File: config.mk
export PLATFORM = sky130hd
export DESIGN_NAME = reglist_transfer_sequencer
export DESIGN_NICKNAME = d
export VERILOG_FILES = /design/src/rtl/reglist_transfer_sequencer.sv
export SDC_FILE = /design/constraint.sdc
export NUM_CORES = 1
export LEC_CHECK = 0
export BUFFER_PORTS_ARGS = -buffer_cell sky130_fd_sc_hd__buf_4
export CAP_MARGIN = 10
export CORE_MARGIN = 5
export CORE_UTILIZATION = 46
export CTS_BUF_LIST = sky130_fd_sc_hd__clkbuf_8 sky130_fd_sc_hd__clkbuf_16
export CTS_CLUSTER_DIAMETER = 30
export DETAILED_ROUTE_END_ITERATION = 7
export GPL_TIMING_DRIVEN = 0
export PLACE_DENSITY = 0.81
export SETUP_SLACK_MARGIN = 0.1
export SLEW_MARGIN = 20
export SYNTH_ARGS = -nofsm -noshare
export SYNTH_HDL_FRONTEND = slang
export SYNTH_SLANG_ARGS = --single-unit
export TNS_END_PERCENT = 5
File: constraint.sdc
create_clock -name clk -period 2.5 [get_ports clk]
set_clock_uncertainty 0.15 [all_clocks]
set_input_delay 0.125 -clock clk [delete_from_list [all_inputs] [get_ports clk]]
set_output_delay 0.125 -clock clk [all_outputs]
set_load 0.1 [all_outputs]
File: src/rtl/reglist_transfer_sequencer.sv
// reglist_transfer_sequencer
// Sequences PUSH / POP / STMIA / LDMIA for the Cortex-M0 core. It walks the
// register list from the lowest set bit upward and moves one word per memory
// handshake at ascending word addresses. It finishes with a one-cycle
// base-register writeback. For POP {..,PC}, the PC slot produces a PC load
// strobe instead of a register-file write.
//
// Ports
//   clk, rst             clock, asynchronous active-high reset
//   start, op            launch strobe (sampled only when idle), operation code
//   reg_list, rn_idx     register list (bit 8 = LR/PC), STM/LDM base register
//   base_val             SP or Rn value, sampled with start
//   busy, done, error    status: busy window, completion pulse, empty-list pulse
//   mem_req/we/addr/wdata, mem_rdata, mem_ready   data-memory handshake port
//   rf_raddr, rf_rdata   register-file read port (store data source)
//   rf_we/waddr/wdata    register-file write port (loads and base writeback)
//   pc_ld, pc_wdata      PC load strobe and value (bit 0 cleared)
module reglist_transfer_sequencer #(
  parameter int         ADDR_W = 32,
  parameter logic [3:0] SP_IDX = 4'hd,
  parameter logic [3:0] LR_IDX = 4'he
) (
  input  logic              clk,
  input  logic              rst,
  input  logic              start,
  input  logic [1:0]        op,
  input  logic [8:0]        reg_list,
  input  logic [2:0]        rn_idx,
  input  logic [ADDR_W-1:0] base_val,
  output logic              busy,
  output logic              done,
  output logic              error,
  output logic              mem_req,
  output logic              mem_we,
  output logic [ADDR_W-1:0] mem_addr,
  output logic [31:0]       mem_wdata,
  input  logic [31:0]       mem_rdata,
  input  logic              mem_ready,
  output logic [3:0]        rf_raddr,
  input  logic [31:0]       rf_rdata,
  output logic              rf_we,
  output logic [3:0]        rf_waddr,
  output logic [31:0]       rf_wdata,
  output logic              pc_ld,
  output logic [31:0]       pc_wdata
);

  typedef enum logic [1:0] {S_IDLE = 2'd0, S_XFER = 2'd1, S_WB = 2'd2} state_t;

  localparam logic [ADDR_W-1:0] WORD_STEP = ADDR_W'(32'd4);

  function automatic logic [3:0] popcnt9(input logic [8:0] v);
    logic [3:0] c;
    c = 4'd0;
    for (int i = 0; i < 9; i++) c = c + {3'b000, v[i]};
    return c;
  endfunction

  // Index of the lowest set bit; 0 for an empty vector.
  function automatic logic [3:0] low_idx(input logic [8:0] v);
    logic [3:0] idx;
    idx = 4'd0;
    for (int i = 8; i >= 0; i--) if (v[i]) idx = i[3:0];
    return idx;
  endfunction

  state_t            state_q;
  logic [8:0]        list_q;
  logic [1:0]        op_q;
  logic [2:0]        rn_q;
  logic [ADDR_W-1:0] addr_q;
  logic [ADDR_W-1:0] base_fin_q;
  logic              wb_sup_q;
  logic              busy_q, done_q, error_q, mem_req_q, mem_we_q;

  logic [8:0]        eff_list_s;
  logic [3:0]        n_s;
  logic [ADDR_W-1:0] span_s;
  logic [3:0]        cur_idx_s;
  logic [8:0]        list_d;
  logic              pc_slot_s;
  logic [3:0]        reg_idx_s;

  // Bit 8 means nothing for STM/LDM, so it is masked before counting.
  assign eff_list_s = op[1] ? {1'b0, reg_list[7:0]} : reg_list;
  assign n_s        = popcnt9(eff_list_s);
  assign span_s     = ADDR_W'({n_s, 2'b00});
  assign cur_idx_s  = low_idx(list_q);
  assign list_d     = list_q & ~(9'd1 << cur_idx_s);
  assign pc_slot_s  = (cur_idx_s == 4'd8) && (op_q == 2'b01);
  assign reg_idx_s  = (cur_idx_s == 4'd8) ? LR_IDX : {1'b0, cur_idx_s[2:0]};

  assign busy     = busy_q;
  assign done     = done_q;
  assign error    = error_q;
  assign mem_req  = mem_req_q;
  assign mem_we   = mem_we_q;
  assign mem_addr = addr_q;

  // Register-file / PC side effects: load writes land in the completing cycle.
  always_comb begin
    rf_raddr  = 4'd0;
    mem_wdata = 32'd0;
    rf_we     = 1'b0;
    rf_waddr  = 4'd0;
    rf_wdata  = 32'd0;
    pc_ld     = 1'b0;
    pc_wdata  = 32'd0;
    if (state_q == S_XFER) begin
      rf_raddr  = reg_idx_s;
      mem_wdata = mem_we_q ? rf_rdata : 32'd0;
      if (!mem_we_q && mem_ready) begin
        if (pc_slot_s) begin
          pc_ld    = 1'b1;
          pc_wdata = mem_rdata & ~32'd1;
        end else begin
          rf_we    = 1'b1;
          rf_waddr = reg_idx_s;
          rf_wdata = mem_rdata;
        end
      end else begin
        rf_we = 1'b0;
      end
    end else if (state_q == S_WB) begin
      rf_we    = ~wb_sup_q;
      rf_waddr = op_q[1] ? {1'b0, rn_q} : SP_IDX;
      rf_wdata = 32'(base_fin_q);
    end else begin
      rf_we = 1'b0;
    end
  end

  // Sequencer FSM with registered status and memory-request outputs.
  always_ff @(posedge clk or posedge rst) begin
    if (rst) begin
      state_q    <= S_IDLE;
      list_q     <= 9'd0;
      op_q       <= 2'd0;
      rn_q       <= 3'd0;
      addr_q     <= '0;
      base_fin_q <= '0;
      wb_sup_q   <= 1'b0;
      busy_q     <= 1'b0;
      done_q     <= 1'b0;
      error_q    <= 1'b0;
      mem_req_q  <= 1'b0;
      mem_we_q   <= 1'b0;
    end else begin
      case (state_q)
        S_IDLE: begin
          done_q    <= 1'b0;
          mem_req_q <= 1'b0;
          if (busy_q) begin
            // Error-pulse cycle: still busy, so start is ignored here.
            busy_q  <= 1'b0;
            error_q <= 1'b0;
          end else if (start) begin
            busy_q <= 1'b1;
            if (n_s == 4'd0) begin
              error_q <= 1'b1;
            end else begin
              state_q    <= S_XFER;
              list_q     <= eff_list_s;
              op_q       <= op;
              rn_q       <= rn_idx;
              addr_q     <= (op == 2'b00) ? base_val - span_s : base_val;
              base_fin_q <= (op == 2'b00) ? base_val - span_s : base_val + span_s;
              wb_sup_q   <= (op == 2'b11) && eff_list_s[rn_idx];
              mem_req_q  <= 1'b1;
              mem_we_q   <= ~op[0];
            end
          end else begin
            error_q <= 1'b0;
          end
        end
        S_XFER: begin
          if (mem_ready) begin
            list_q <= list_d;
            addr_q <= addr_q + WORD_STEP;
            if (list_d == 9'd0) begin
              state_q   <= S_WB;
              mem_req_q <= 1'b0;
              mem_we_q  <= 1'b0;
              done_q    <= 1'b1;
            end
          end
        end
        S_WB: begin
          state_q <= S_IDLE;
          done_q  <= 1'b0;
          busy_q  <= 1'b0;
        end
        default: begin
          state_q   <= S_IDLE;
          busy_q    <= 1'b0;
          done_q    <= 1'b0;
          error_q   <= 1'b0;
          mem_req_q <= 1'b0;
          mem_we_q  <= 1'b0;
        end
      endcase
    end
  end

endmodule

==> out/summary.txt, run 1 <==
FP Rows: 45
register share of total power: 0.192
Hold Crit Depth: 3
clock sink count: 86
final setup fails: 156
share of layout cells above drive strength 1: 0.375
Clock Pin Slew Worst Setup and Hold Paths: 0.07 ns
Die Wd: 134 um
DIE HEIGHT: 134 um
capture point of the worst reg-to-reg path: mem_addr[17]$_DFFE_PP0P_
most common cell after layout, fill and taps aside: buf_4
commonest cells after routing, fill and taps aside: 188 x buf_4, 101 x nand2_1, 86 x dfrtp_1
DR WL/cell: 19.7 um
Synth cell types: 80
# IOs: 257
initial core utilization: 0.468
GRT Residual Overflow: 0
core area: 0.0152 sq mm
Port Buffers: 237
r2r setup slk: -0.04 ns
#FFs+latches synth: 86
initial antenna violation count: 0
Max Root-Sink Buffers: 2
critical-path cell list: buf_8, inv_2, fa_1, fa_1, fa_1, fa_2, fa_2, inv_4, fa_2, o21ba_4, o211a_4, nand3_4, nor2_2, xor2_1, a221o_1
clock network power share: 0.098
vias in the first global route: 7870
met2 Track Usage GR: 0.474
Logic pwr share: 0.711
post-synthesis async set-or-reset flop share: 1.00
WHS Endpoint: base_fin_q[20]$_DFFE_PP0P_
leakage power total: 4.89 nW
total power draw: 13.9 mW
period utilization: 1.68
crit path setup slack, layout: -1.69 ns
WP data required: 2.60 ns
GR peak layer: met2
number of synthesized flops with an enable pin: 0
nets: 1289
Finished Core Util: 0.709
Mapped Avg Cell Area: 8.25 sq um
CTS tree: built
syn_nets: 999
Worst Path Max Fanout: 8
Mapped Cells: 862
Tightest Pin Transition: 0.715 ns
delay-heaviest family, CP: adder cells
Post-Place Worst Slack: -2.31 ns
vias per inst: 5.99
sw power: 8.25 mW
H-tree depth: 3
Yosys warning count: 0
Setup CP Type: in2reg
antenna-violating nets left: 0
register area share after synthesis: 0.303
Int Power: 5.63 mW
Slew Limit Fails: 0
ant diodes: 0
max_slew headroom: 0.523
Worst Setup End Kind: flop
first-pass GRT wire length: 40900 um
Starting DRT DRC Count: 705
DRC Markers: 0
number of buffers created by CTS: 9
Detailed Place HPWL: 19500 um
ys flop type: dfrtp_1
Hold Vio Cnt, Final: 0
Slowest Stage Delay on Critical Path: 0.58 ns
failing checks: setup timing
Critical Path Source Type: input port
total track usage: 0.282
VDD IR max: 0.00124 V
Netlist Area Pre-Place: 0.00711 sq mm
global placement routability congestion: 0.955
multi-input logic area: 0.00485 sq mm
first-pass detailed-route iteration total: 6
HP Start: base_val[20]
FF+latch area: 0.00215 sq mm
r2r worst-path depth: 10
Reg-to-Reg Start: state_q[1]$_DFFE_PP0P_
sw frac: 0.594
Root Buffer: clkbuf_16
final non-filler cell total: 1344
fill cell count: 1170
RSZ-0062 raised after global routing: yes
GR met3 Demand/Resource: 0.0701
Worst EP arrival: 4.29 ns
later-pin clock latency in the skew report: 0.35 ns
Pwr Density: 1290 mW/mm^2
CP max stage cell: fa_2
max cap viols: 0
hold slack: 0.0174 ns
hold crit path type: in2reg
Final Critical Period: 4.19 ns
Max Clk Rate: 239 MHz
Die ar.: 0.0180 sq mm
worst path buffer plus inverter count: 3
outcome: finished with violations
area growth from synthesis to layout: 51.6%
largest net degree at the start of global routing: 58
met1 GRT Util: 0.360
drt total wl: 26500 um
dpl cells: 1288
via count: 8056
-- cell usage after synthesis (all sizes together), types with 3 or more instances --
master	number	area, sq um
nor3	22	125
nor2	48	183
xnor2	32	280
a22o	35	307
mux2i	4	40.0
nor2b	6	37.5
o221a	5	56.3
nand2b	3	26.3
and2	36	226
nand2	104	390
o31ai	7	52.6
a211oi	3	22.5
nand4	21	131
a21oi	48	244
mux2	5	56.3
and4	4	35.0
a21o	6	45.0
o21ai	72	360
inv	31	116
o21bai	6	45.0
or3	3	23.8
o22ai	21	131
or2	4	25.0
o32ai	5	58.8
xor2	24	210
clkbuf	37	140
buf	32	188
nor4	12	163
dfrtp	86	2150
nand3	21	133
and3	41	259
fa	7	140
or4	5	41.3
o21a	4	30.0
a221o	4	40.0
a31oi	9	56.3
ha	16	200
-- per-stage QoR --
stage               TNS (ns)  area, sq um
finish               -156.87        10800
global route         -174.41        10800
CTS                  -162.21        10300
detailed placement   -189.30         9250
global placement     -275.44         9230
floorplan            -151.30         7210
-- worst max-delay path by stage --
| stage | start | end | slack, ns | cells past startpoint |
|---|---|---|---|---|
| after floorplan | reg_list[0] | mem_addr[30]$_DFFE_PP0P_ | -1.80 | 14 |
| after global placement | reg_list[3] | mem_addr[8]$_DFFE_PP0P_ | -2.25 | 15 |
| after detailed placement | reg_list[3] | base_fin_q[23]$_DFFE_PP0P_ | -2.31 | 16 |
| after CTS | reg_list[1] | mem_addr[28]$_DFFE_PP0P_ | -1.81 | 15 |
| after global routing | reg_list[1] | mem_addr[28]$_DFFE_PP0P_ | -1.79 | 16 |
| final | reg_list[1] | mem_addr[30]$_DFFE_PP0P_ | -1.69 | 15 |
-- logic make-up (layout without fill, tap and decap cells) --
kind of cell    Yosys count  after routing  synth area share
compound gates          251            251             0.240
mux                      11             11            0.0199
flops                    86             86             0.303
xor+xnor                 56             56            0.0690
simple gates            333            333             0.257
buf+inv                 101            395            0.0630
other cells               1              1          0.000527
fa+ha+maj                23             23            0.0479
-- layout make-up --
cell class	instances	area share
buffer	69	0.0433
clock buffer	10	0.0222
clock inverter	5	0.00464
inverter	32	0.0124
multi-input combinational	675	0.450
sequential	86	0.200
tap	188	0.0218
timing repair buffer	279	0.246
-- registers in the layout, indices dropped and copies added (netlist names) --
register    flops
base_fin_q     32
mem_addr       32
list_q          9
rn_q            3
op_q            2
state_q         2
busy            1
done            1
error           1
mem_req         1
mem_we          1
wb_sup_q        1
-- power by group through the flow --
stage	Combinational, mW	Sequential [mW]	Clock (mW)
2_1_floorplan	5.24	4.31	0
3_3_place_gp	8.95	2.64	0
3_5_place_dp	9.09	2.64	0
4_1_cts	9.53	2.64	1.37
5_1_grt	10.4	2.74	1.42
6_report	9.86	2.66	1.36
-- routing by layer --
layer,vias up,share of wire
met1,3847,0.38
met4,0,0.024
met3,58,0.092
met5,-,0
li1,3709,-
met2,442,0.50
-- timing repair --
action / 4_1_cts / 5_1_grt
resized for setup: 157 / 97
hold buffers: 24 / 0
setup endpoints to repair: 189 / 185
buffers inserted: 4 / 11
cloned: 0 / 2
pin swaps: 21 / 27
hold endpoints to repair: 80 / 0
-- worst register-to-register path: stages (launching register included) --
cell      delay, ns
dfrtp_1        0.41
inv_1          0.11
ha_1           0.15
clkbuf_4       0.20
clkinv_2       0.16
o22a_1         0.28
o21ai_2        0.18
buf_4          0.28
nor3_1         0.07
a21o_1         0.15
a221o_1        0.29
No activity file was read; power rests on OpenSTA's default activity.
==> inputs of run 2 (changes only) <==
Settings changed: RECOVER_POWER from default to 100, TNS_END_PERCENT 5 to default.
==> run 2 against run 1 <==
  * The run now fails in 5_1_grt
  * Synthesized cell count unchanged
  * Synthesized area stayed put
==> out/summary.txt, run 2 <==
GRT worst endpoint: base_fin_q[22]$_DFFE_PP0P_/D
number of buffers created by CTS: 9
FP Rows: 45
Mapped Cells: 862
ys flop type: dfrtp_1
largest net degree at the start of global routing: 34
post-synthesis async set-or-reset flop share: 1.00
number of synthesized flops with an enable pin: 0
Placed Instance Area: 0.00971 sq mm
# IOs: 257
Worst EP Category: sequential cell input
Port Buffers: 237
global placement routability congestion: 0.957
Detailed Place HPWL: 20500 um
DIE HEIGHT: 134 um
syn_nets: 999
GRT Residual Overflow: 166
Synth cell types: 80
largest area contributor in the netlist: dfrtp_1
Max Root-Sink Buffers: 2
Yosys warning count: 0
Synth area leaders: dfrtp_1 30%, nand2_1 5.5%, o21ai_0 4.4%, a22o_1 4.3%, xnor2_1 3.9%
most frequent cell after synthesis: nand2_1
Error: [ERROR GRT-0232] Routing congestion too high. Check the congestion heatmap in the GUI.
commonest cells in the netlist: 104 x nand2_1, 86 x dfrtp_1, 62 x o21ai_0
initial core utilization: 0.468
register area share after synthesis: 0.303
top-area cell type share of the netlist area: 0.303
Mapped Avg Cell Area: 8.25 sq um
Failed at: 5_1_grt
total track usage: 0.711
H-tree depth: 3
outcome: did not finish
clock sink count: 86
#FFs+latches synth: 86
Die Wd: 134 um
Netlist Area Pre-Place: 0.00711 sq mm
Root Buffer: clkbuf_16
## run 2: cell counts after synthesis
No cell type changed its count.
## run 2: logic make-up after synthesis
| logic type | count (synthesis) | synth area share |
|---|---|---|
| AO/OA/AOI/OAI | 251 | 0.240 |
| multiplexers | 11 | 0.0199 |
| other | 1 | 0.000527 |
| XOR/XNOR | 56 | 0.0690 |
| flip-flops | 86 | 0.303 |
| AND/OR/NAND/NOR | 333 | 0.257 |
| adder cells (fa/ha/maj) | 23 | 0.0479 |
| buffers and inverters | 101 | 0.0630 |
## run 2: per-layer routing
metal,GRT overflow,track usage
met5,0,0.0944
met4,70,0.720
met3,1,0.536
met2,92,0.921
met1,3,0.691
## run 2: through the flow
stage          setup TNS [ns]  setup WS, ns  hold WS [ns]  std cells
2_1_floorplan         -124.41         -1.80        0.0804        862
3_3_place_gp          -178.91         -2.21         0.188       1287
3_5_place_dp          -187.42         -2.32         0.119       1289
4_1_cts               -149.34         -1.83      0.000635       1404
## run 2: what timing repair did
| action | CTS |
|---|---|
| cloned | 9 |
| hold buffers | 25 |
| endpoints found under the setup margin | 186 |
| setup buffers | 65 |
| pin swaps | 84 |
| resized for setup | 480 |
| hold endpoints to repair | 53 |
==> inputs of run 3 (changes only) <==
Settings changed: CORE_UTILIZATION 46 to 40, CTS_BUF_LIST sky130_fd_sc_hd__clkbuf_8 sky130_fd_sc_hd__clkbuf_16 to default, CTS_CLUSTER_DIAMETER 30 to default, PLACE_DENSITY 0.81 to default, PLACE_DENSITY_LB_ADDON from default to 0.15, SETUP_SLACK_MARGIN 0.1 to default.
Clock period 2.5 ns to 3.2 ns, I/O delays scaled along.
==> run 3 against run 2 <==
  * The flow now finishes, with violations (capacitance limit, slew limit, setup timing)
==> out/summary.txt, run 3 (same netlist as run 1, synthesis figures left out) <==
Worst Setup End Kind: flop
Tightest Pin Transition: 1.69 ns
Critical Path Source Type: input port
clock sink count: 86
drt total wl: 27900 um
Root Buffer: clkbuf_16
RSZ-0062 raised after global routing: yes
period utilization: 1.33
Detailed Place HPWL: 20100 um
via count: 8081
worst path buffer plus inverter count: 5
FP Rows: 48
met1 WL: 11000 um
Worst EP arrival: 4.29 ns
critical-path cell list: buf_8, inv_8, fa_1, fa_1, fa_1, fa_2, fa_2, inv_4, ha_4, o21ba_4, o311a_4, nand2b_4, buf_8, buf_4, nor2_4, xnor2_2, o221ai_2
crit path setup slack, layout: -1.04 ns
vias in the first global route: 7829
Post-Place Worst Slack: -1.62 ns
final non-filler cell total: 1423
share of layout cells above drive strength 1: 0.393
Max Clk Rate: 236 MHz
Final Critical Period: 4.24 ns
Hold Vio Cnt, Final: 0
DRC Markers: 0
leakage power total: 4.99 nW
Starting DRT DRC Count: 642
top sig layer: met4
Die Wd: 143 um
WP data required: 3.25 ns
Max Root-Sink Buffers: 2
Slowest Stage Delay on Critical Path: 0.58 ns
area growth from synthesis to layout: 55.3%
total track usage: 0.258
outcome: finished with violations
nets: 1330
Port Buffers: 237
first-pass detailed-route iteration total: 5
most frequent cell on the critical path: fa_1
failing checks: capacitance limit, slew limit, setup timing
commonest cells after routing, fill and taps aside: 241 x buf_4, 100 x nand2_1, 86 x dfrtp_1
largest net degree at the start of global routing: 49
Clock Pin Slew Worst Setup and Hold Paths: 0.06 ns
vias per inst: 5.68
Worst Path Max Fanout: 6
max cap viols: 1
initial core utilization: 0.410
total power draw: 11.4 mW
first-pass GRT wire length: 42200 um
CTS tree: built
r2r setup slk: 0.08 ns
final setup fails: 169
dpl cells: 1325
H-tree depth: 3
antenna-violating nets left: 0
# IOs: 257
hold crit path type: in2reg
DIE HEIGHT: 143 um
DR WL met2: 14200 um
GRT Residual Overflow: 0
Placed Instance Area: 0.00941 sq mm
most common cell after layout, fill and taps aside: buf_4
Pwr Density: 1040 mW/mm^2
Slew Limit Fails: 40
met3 wire len: 2140 um
global placement routability congestion: 0.931
Die ar.: 0.0205 sq mm
delay-heaviest family, CP: adder cells
number of buffers created by CTS: 9
CP max stage cell: fa_2
VDD IR max: 0.000966 V
Final Cell Area: 0.0110 sq mm
core area: 0.0174 sq mm
initial antenna violation count: 0
max_slew headroom: -0.133
Setup TNS Final: -84.18 ns
later-pin clock latency in the skew report: 0.36 ns
Setup CP Type: in2reg
DR WL/cell: 19.6 um
ant diodes: 0
## run 3: per-stage QoR
stage | hold WS (ns) | utilization
after floorplan | 0.115 | -
after global placement | 0.224 | 0.540
after detailed placement | 0.0911 | 0.542
after CTS | 0.00140 | 0.623
after global routing | 0.0239 | 0.636
final | 0.0111 | 0.636
## run 3: tightest hold or removal path, delay by kind of cell
family / cells / cell delay [ns]
buffers and inverters: 1 / 0.13
XOR/XNOR: 1 / 0.08
AO/OA/AOI/OAI: 1 / 0.11
## run 3: worst paths after layout
path | from | to | cells past startpoint
worst min register to register | rn_q[2]$_DFFE_PP0P_ | rn_q[2]$_DFFE_PP0P_ | 2
worst max-delay path | reg_list[0] | mem_addr[19]$_DFFE_PP0P_ | 17
worst max register to register | state_q[1]$_DFFE_PP0P_ | mem_addr[8]$_DFFE_PP0P_ | 11
min in group asynchronous | rst | mem_addr[0]$_DFFE_PP0P_ | 3
max in group asynchronous | rst | mem_addr[26]$_DFFE_PP0P_ | 4
worst min-delay path | base_val[11] | base_fin_q[11]$_DFFE_PP0P_ | 3
## run 3: routing by layer
layer | up-vias | GRT usage
li1 | 3779 | -
met1 | 3908 | 0.336
met5 | - | 0
met3 | 47 | 0.0486
met2 | 347 | 0.444
met4 | 0 | 0.0659
## run 3: area by class of cell
type                            count  area, sq um
Multi-Input combinational cell    676         5270
Fill cell                        1485         6320
Tap cell                          225          282
Clock buffer                       11          243
Clock inverter                      5         58.8
Buffer                             68          460
Sequential cell                    86         2150
Inverter                           32          135
Timing Repair Buffer              320         2440
## run 3: power breakdown
group	internal (mW)	leakage (nW)	total, mW	switching [mW]
Sequential	1.58	1.04	2.06	0.484
Clock	0.626	0.142	1.09	0.462
Combinational	2.45	3.80	8.28	5.82
## run 3: what timing repair did
item / in CTS / in global routing
setup buffers: 37 / 24
pin swaps: 47 / 33
gates cloned: 4 / 2
hold buffers: 18 / 0
gates resized for setup: 140 / 66
endpoints found under the hold margin: 57 / 0
endpoints found under the setup margin: 120 / 138
